`config.mk`:
```
export PLATFORM = sky130hd
export DESIGN_NAME = ram_arbiter
export DESIGN_NICKNAME = d
export VERILOG_FILES = /design/src/rtl/ram_arbiter.sv
export SDC_FILE = /design/constraint.sdc
export NUM_CORES = 1
export LEC_CHECK = 0
export ABC_AREA = 0
export ABC_CLOCK_PERIOD_IN_PS = 2400
export BUFFER_PORTS_ARGS = -buffer_cell sky130_fd_sc_hd__buf_2
export CORE_UTILIZATION = 30
export DETAILED_ROUTE_END_ITERATION = 8
export GPL_TIMING_DRIVEN = 1
export HOLD_SLACK_MARGIN = 0.08
export PLACE_DENSITY = 0.66
export SLEW_MARGIN = 20
export SYNTH_ARGS = -nofsm -noshare
export SYNTH_HDL_FRONTEND = slang
export SYNTH_SLANG_ARGS = --single-unit
```
`constraint.sdc`:
```
create_clock -name clk -period 2.4 [get_ports clk]
set_clock_uncertainty 0.2 [all_clocks]
set_input_delay 0.6 -clock clk [delete_from_list [all_inputs] [get_ports clk]]
set_output_delay 0.6 -clock clk [all_outputs]
set_load 0.02 [all_outputs]
```
`src/rtl/ram_arbiter.sv`:
```
// Two-master arbiter for the single data RAM port: one access at a time,
// round-robin on conflict, out-of-range accesses rejected without strobing RAM.
module ram_arbiter #(
    parameter int WORDS = 4096
) (
    input  logic        clk,
    input  logic        rst,
    input  logic        m0_req,
    input  logic [3:0]  m0_we,
    input  logic [31:0] m0_addr,
    input  logic [31:0] m0_wdata,
    output logic        m0_ack,
    output logic        m0_err,
    output logic [31:0] m0_rdata,
    input  logic        m1_req,
    input  logic [3:0]  m1_we,
    input  logic [31:0] m1_addr,
    input  logic [31:0] m1_wdata,
    output logic        m1_ack,
    output logic        m1_err,
    output logic [31:0] m1_rdata,
    output logic        ram_r,
    output logic [3:0]  ram_w,
    output logic [31:0] ram_addr,
    output logic [31:0] ram_in,
    input  logic [31:0] ram_out,
    output logic        busy
);

    typedef enum logic [1:0] {IDLE, ACCESS, DONE} state_t;

    localparam logic [29:0] LIMIT = 30'(WORDS);

    state_t      state, state_nxt;
    logic        last;
    logic        win_id;
    logic        err_q;
    logic [3:0]  we_q;
    logic [31:0] addr_q;
    logic [31:0] wdata_q;

    logic        any_req;
    logic        grant_id;
    logic [3:0]  sel_we;
    logic [31:0] sel_addr;
    logic [31:0] sel_wdata;
    logic        sel_err;
    logic        rd_ok;

    // On a conflict the master that did not win last time gets the port.
    always_comb begin
        any_req   = m0_req | m1_req;
        grant_id  = (m0_req && m1_req) ? ~last : m1_req;
        sel_we    = grant_id ? m1_we    : m0_we;
        sel_addr  = grant_id ? m1_addr  : m0_addr;
        sel_wdata = grant_id ? m1_wdata : m0_wdata;
        sel_err   = (sel_addr[31:2] >= LIMIT);
    end

    always_ff @(posedge clk) begin
        if (rst) begin
            state <= IDLE;
        end else begin
            state <= state_nxt;
        end
    end

    always_comb begin
        state_nxt = state;
        case (state)
            IDLE:    if (any_req) state_nxt = ACCESS;
            ACCESS:  state_nxt = DONE;
            DONE:    state_nxt = IDLE;
            default: state_nxt = IDLE;
        endcase
    end

    always_ff @(posedge clk) begin
        if (rst) begin
            last    <= 1'b1;
            win_id  <= 1'b0;
            err_q   <= 1'b0;
            we_q    <= '0;
            addr_q  <= '0;
            wdata_q <= '0;
        end else if (state == IDLE && any_req) begin
            last    <= grant_id;
            win_id  <= grant_id;
            err_q   <= sel_err;
            we_q    <= sel_we;
            addr_q  <= sel_addr;
            wdata_q <= sel_wdata;
        end
    end

    // Strobes and acks are gated with !rst so a reset edge never commits
    // a write or completes a transfer.
    always_comb begin
        ram_r    = 1'b0;
        ram_w    = '0;
        ram_addr = '0;
        ram_in   = '0;
        m0_ack   = 1'b0;
        m0_err   = 1'b0;
        m0_rdata = '0;
        m1_ack   = 1'b0;
        m1_err   = 1'b0;
        m1_rdata = '0;
        busy     = (state != IDLE);
        rd_ok    = !err_q && (we_q == 4'b0000);
        if (!rst) begin
            case (state)
                ACCESS: begin
                    if (!err_q) begin
                        ram_addr = addr_q;
                        ram_in   = wdata_q;
                        ram_w    = we_q;
                        ram_r    = (we_q == 4'b0000);
                    end
                end
                DONE: begin
                    if (win_id) begin
                        m1_ack   = 1'b1;
                        m1_err   = err_q;
                        m1_rdata = rd_ok ? ram_out : 32'h0;
                    end else begin
                        m0_ack   = 1'b1;
                        m0_err   = err_q;
                        m0_rdata = rd_ok ? ram_out : 32'h0;
                    end
                end
                default: ;
            endcase
        end
    end

endmodule

```
==> summary.md <==
| Metric | Value |
|---|---|
| Status | `finished with violations` |
| Failing checks | `negative setup slack` |
| Fill cell instance count of the final layout | `1332` |
| Synthesized instance count | `about 490` |
| Detailed-route vias per instance | `4.78` |
| Worst Path Arrival | `1.73 ns` |
| Met1 GRT Util | `around 22%` |
| Global-route wire length before repair | `roughly 24000 µm` |
| Fraction of met2 tracks used by global routing | `roughly 34%` |
| Number of placed cells counting well taps | `960` |
| Std-Cell Rows | `44` |
| Area contributors post-synth | `dfxtp_1 32%, and2_1 19%, mux2i_1 15%` |
| Vias in the first global route | `~4.6k` |
| Worst-path cell chain | `buf_12 > and4bb_2 > and3_4 > buf_16 > and2_1 > buf_6` |
| Die area | `~16000 µm²` |
| Crit path max fanout | `16` |
| Leak pwr | `0.00361 µW` |
| Shortest clock period the worst path allows after layout | `~2.5 ns` |
| Final worst hold slack | `between 0.2 and 0.3 ns` |
| Post-synth net total | `between 600 and 700` |
| Cell taking the most area after synthesis | `dfxtp_1` |
| Maximum number of pins on one net before global-route repair | `just over 80` |
| Number of max-cap violations | `0` |
| Core Box Area | `between 10000 and 15000 µm²` |
| Maximum vdd drop | `between 0.0003 and 0.0004 V` |
| Total wire length | `around 16000 µm` |
| Path type of the worst min-delay path | `flip-flop to flip-flop` |
| Setup repair after global routing missed its margin | `true` |
| Avg Inst Size Synth | `about 9 µm²` |
| Gr usage total | `around 19%` |
| Startpoint type of the worst setup path | `primary input` |
| 1st-pass router iterations | `4` |
| Clk_lat worst skew | `approximately 0.34 ns` |
| CTS buffer count | `9` |
| Count of nets left with antenna violations after detail routing | `0` |
| Clock Sink Count | `73` |
| Sequential share of the synthesized area | `approximately a third` |
| Antenna Cells | `0` |
| Maximum achievable frequency | `around 0.4 GHz` |
| Master cell of the clock root buffer | `clkbuf_16` |
| Die span in x | `around 120 µm` |
| Top FF cell, synth | `dfxtp_1` |
| Yosys top cell area share | `32.4%` |
| Number of cells in the finished layout apart from fillers | `985` |
| Clk slew on worst S/H paths | `around 0.06 ns` |
| Vias post-DR | `about 4.7k` |
| Unique masters post-synth | `33` |
| Final estimated routing congestion in global placement | `0.801` |
| Antenna violations before repair | `0` |
| Fraction of met3 tracks used by global routing | `roughly 5.1%` |
| Final-report hold violation count | `0` |
| Asr flop ratio synth | `0%` |
| Critical path capture point type | `output pin` |
| Seq cells post-synth | `73` |
| Max incr delay on CP | `0.31 ns` |
| Number of port buffers | `approximately 300` |
| PwrDens | `between 400 and 500 nW/µm²` |
| Slew Limit Headroom | `between 40% and 50%` |
| Crit Path Class | `primary input to output pin` |
| Netlist area before placement | `4500 µm²` |
| Period utilization | `105%` |
| Leading post-synthesis cells by instance count | `134 x and2_1, 74 x nor2_1, 73 x dfxtp_1, 67 x mux2i_1, 40 x a211oi_2` |
| Effective utilization at floorplan | `a little under a third` |
| Post-route DRC | `0` |
| TritonCTS clock tree | `built` |
| Number of slew-limit violations in the final report | `0` |
| CTS max path bufs | `2` |
| Library cell with the highest instance count after synthesis | `and2_1` |
| Vertical die dimension | `125 µm` |
| Count of pins on the block boundary | `310` |
| Yosys warns | `0` |
| Setup-failing EPs final | `132` |
| Slew of the pin with the lowest slew margin | `0.801 ns` |
| Placed wire-length estimate | `between 10000 and 15000 µm` |
| Number of synthesized flops with an enable pin | `0` |
| Drt initial violations | `160` |
| Layer with the highest usage after global routing | `met2` |
| Layout cells sized above 1 | `a little over 60%` |
| Final worst setup slack | `-0.127 ns` |
| Net count reported at finish | `969` |
| Routed WL per cell | `15.8 µm` |
| Critical path's slowest cell | `and4bb_2` |
| Area overhead of the layout relative to synthesis | `71.9%` |
| Congestion Overflow GR | `0` |
| Worst endpoint required time | `approximately 1.6 ns` |
| # H-tree levels | `3` |
[flip-flops by register name, summed over array words and instances, names as in the netlist]
signal and cells:
addr_q 32, we_q 4, win_id 1, err_q 1
last 1, wdata_q 32, state 2
[per-stage QoR]
| step | utilization [%] | instance area [µm²] | worst slack, ns | total power, µW | TNS (ns) |
|---|---|---|---|---|---|
| floorplan | - | 4580 | -0.155 | 2000 | -4.27 |
| global placement | 43.3 | 6310 | -0.128 | 2280 | -11.73 |
| detailed placement | 43.3 | 6310 | -0.178 | 2300 | -16.03 |
| CTS | 49.8 | 7270 | -0.0967 | 3740 | -8.11 |
| global route | 53.1 | 7740 | -0.169 | 3920 | -15.84 |
| finish | 53.1 | 7740 | -0.127 | 3730 | -8.32 |
[area by class of cell]
type	instances	area, µm²	area share, %
well taps	184	230	2.97
flip-flops and latches	73	1470	19.0
repair buffers	332	2690	34.7
inverters	2	7.51	0.0970
multi-input cells	379	3050	39.4
clock buffers	10	239	3.09
clock inverters	5	56.3	0.727
[worst max-delay path: cells and delay by family]
family,cells,cell delay (ns)
buffers and inverters,3,0.39
AND/OR/NAND/NOR,3,0.72
[worst paths after layout]
check	from	end	slack, ns	depth (start not counted)
worst max-delay path	rst	m1_rdata[4]	-0.13	6
worst min-delay path	wdata_q[8]$_SDFFE_PP0P_	wdata_q[8]$_SDFFE_PP0P_	0.29	2
worst max register to register	state[0]$_SDFFE_PP0P_	wdata_q[6]$_SDFFE_PP0P_	0.48	7
worst min register to register	wdata_q[8]$_SDFFE_PP0P_	wdata_q[8]$_SDFFE_PP0P_	0.29	2
[where the power goes]
| group | leakage, µW | switching (µW) | internal (µW) |
|---|---|---|---|
| clock network | 0.000144 | 531 | 825 |
| registers | 0.000609 | 82.5 | 1360 |
| logic | 0.00285 | 486 | 453 |
[per-layer routing]
| metal | share of wire, % | vias to the layer above |
|---|---|---|
| met5 | 0 | - |
| met4 | 1.6 | 0 |
| met3 | 5.3 | 20 |
| met2 | 52 | 180 |
| met1 | 41 | 2176 |
| li1 | - | 2329 |
[placed cells by master, fill, tap and decap left out, types with 3 or more instances in the layout]
| cell | Yosys | routed |
|---|---|---|
| a211oi_1 | 29 | 29 |
| a211oi_2 | 40 | 40 |
| and2_1 | 134 | 45 |
| and2_2 | 0 | 3 |
| and2_4 | 0 | 86 |
| and3_4 | 0 | 5 |
| buf_12 | 0 | 11 |
| buf_2 | 13 | 175 |
| buf_4 | 2 | 22 |
| buf_6 | 10 | 122 |
| clkbuf_16 | 0 | 9 |
| dfxtp_1 | 73 | 69 |
| mux2i_1 | 67 | 67 |
| nor2_1 | 74 | 73 |
| nor2_4 | 2 | 3 |
| nor4_1 | 4 | 4 |
| or4_1 | 3 | 3 |
[cell families after synthesis]
| logic type | share of synthesized area [%] |
|---|---|
| and+or+nand+nor | 29.1 |
| AOI/OAI and AO/OA | 17.1 |
| DFF | 32.4 |
| muxes | 14.9 |
| buffers and inverters | 6.47 |
[timing repair]
item	CTS	global route
gates cloned	5	0
hold buffers	0	0
buffers inserted	5	1
setup endpoints to repair	132	133
gates resized for setup	200	153
pin swaps	24	16
No activity file was read; power rests on OpenSTA's default activity.
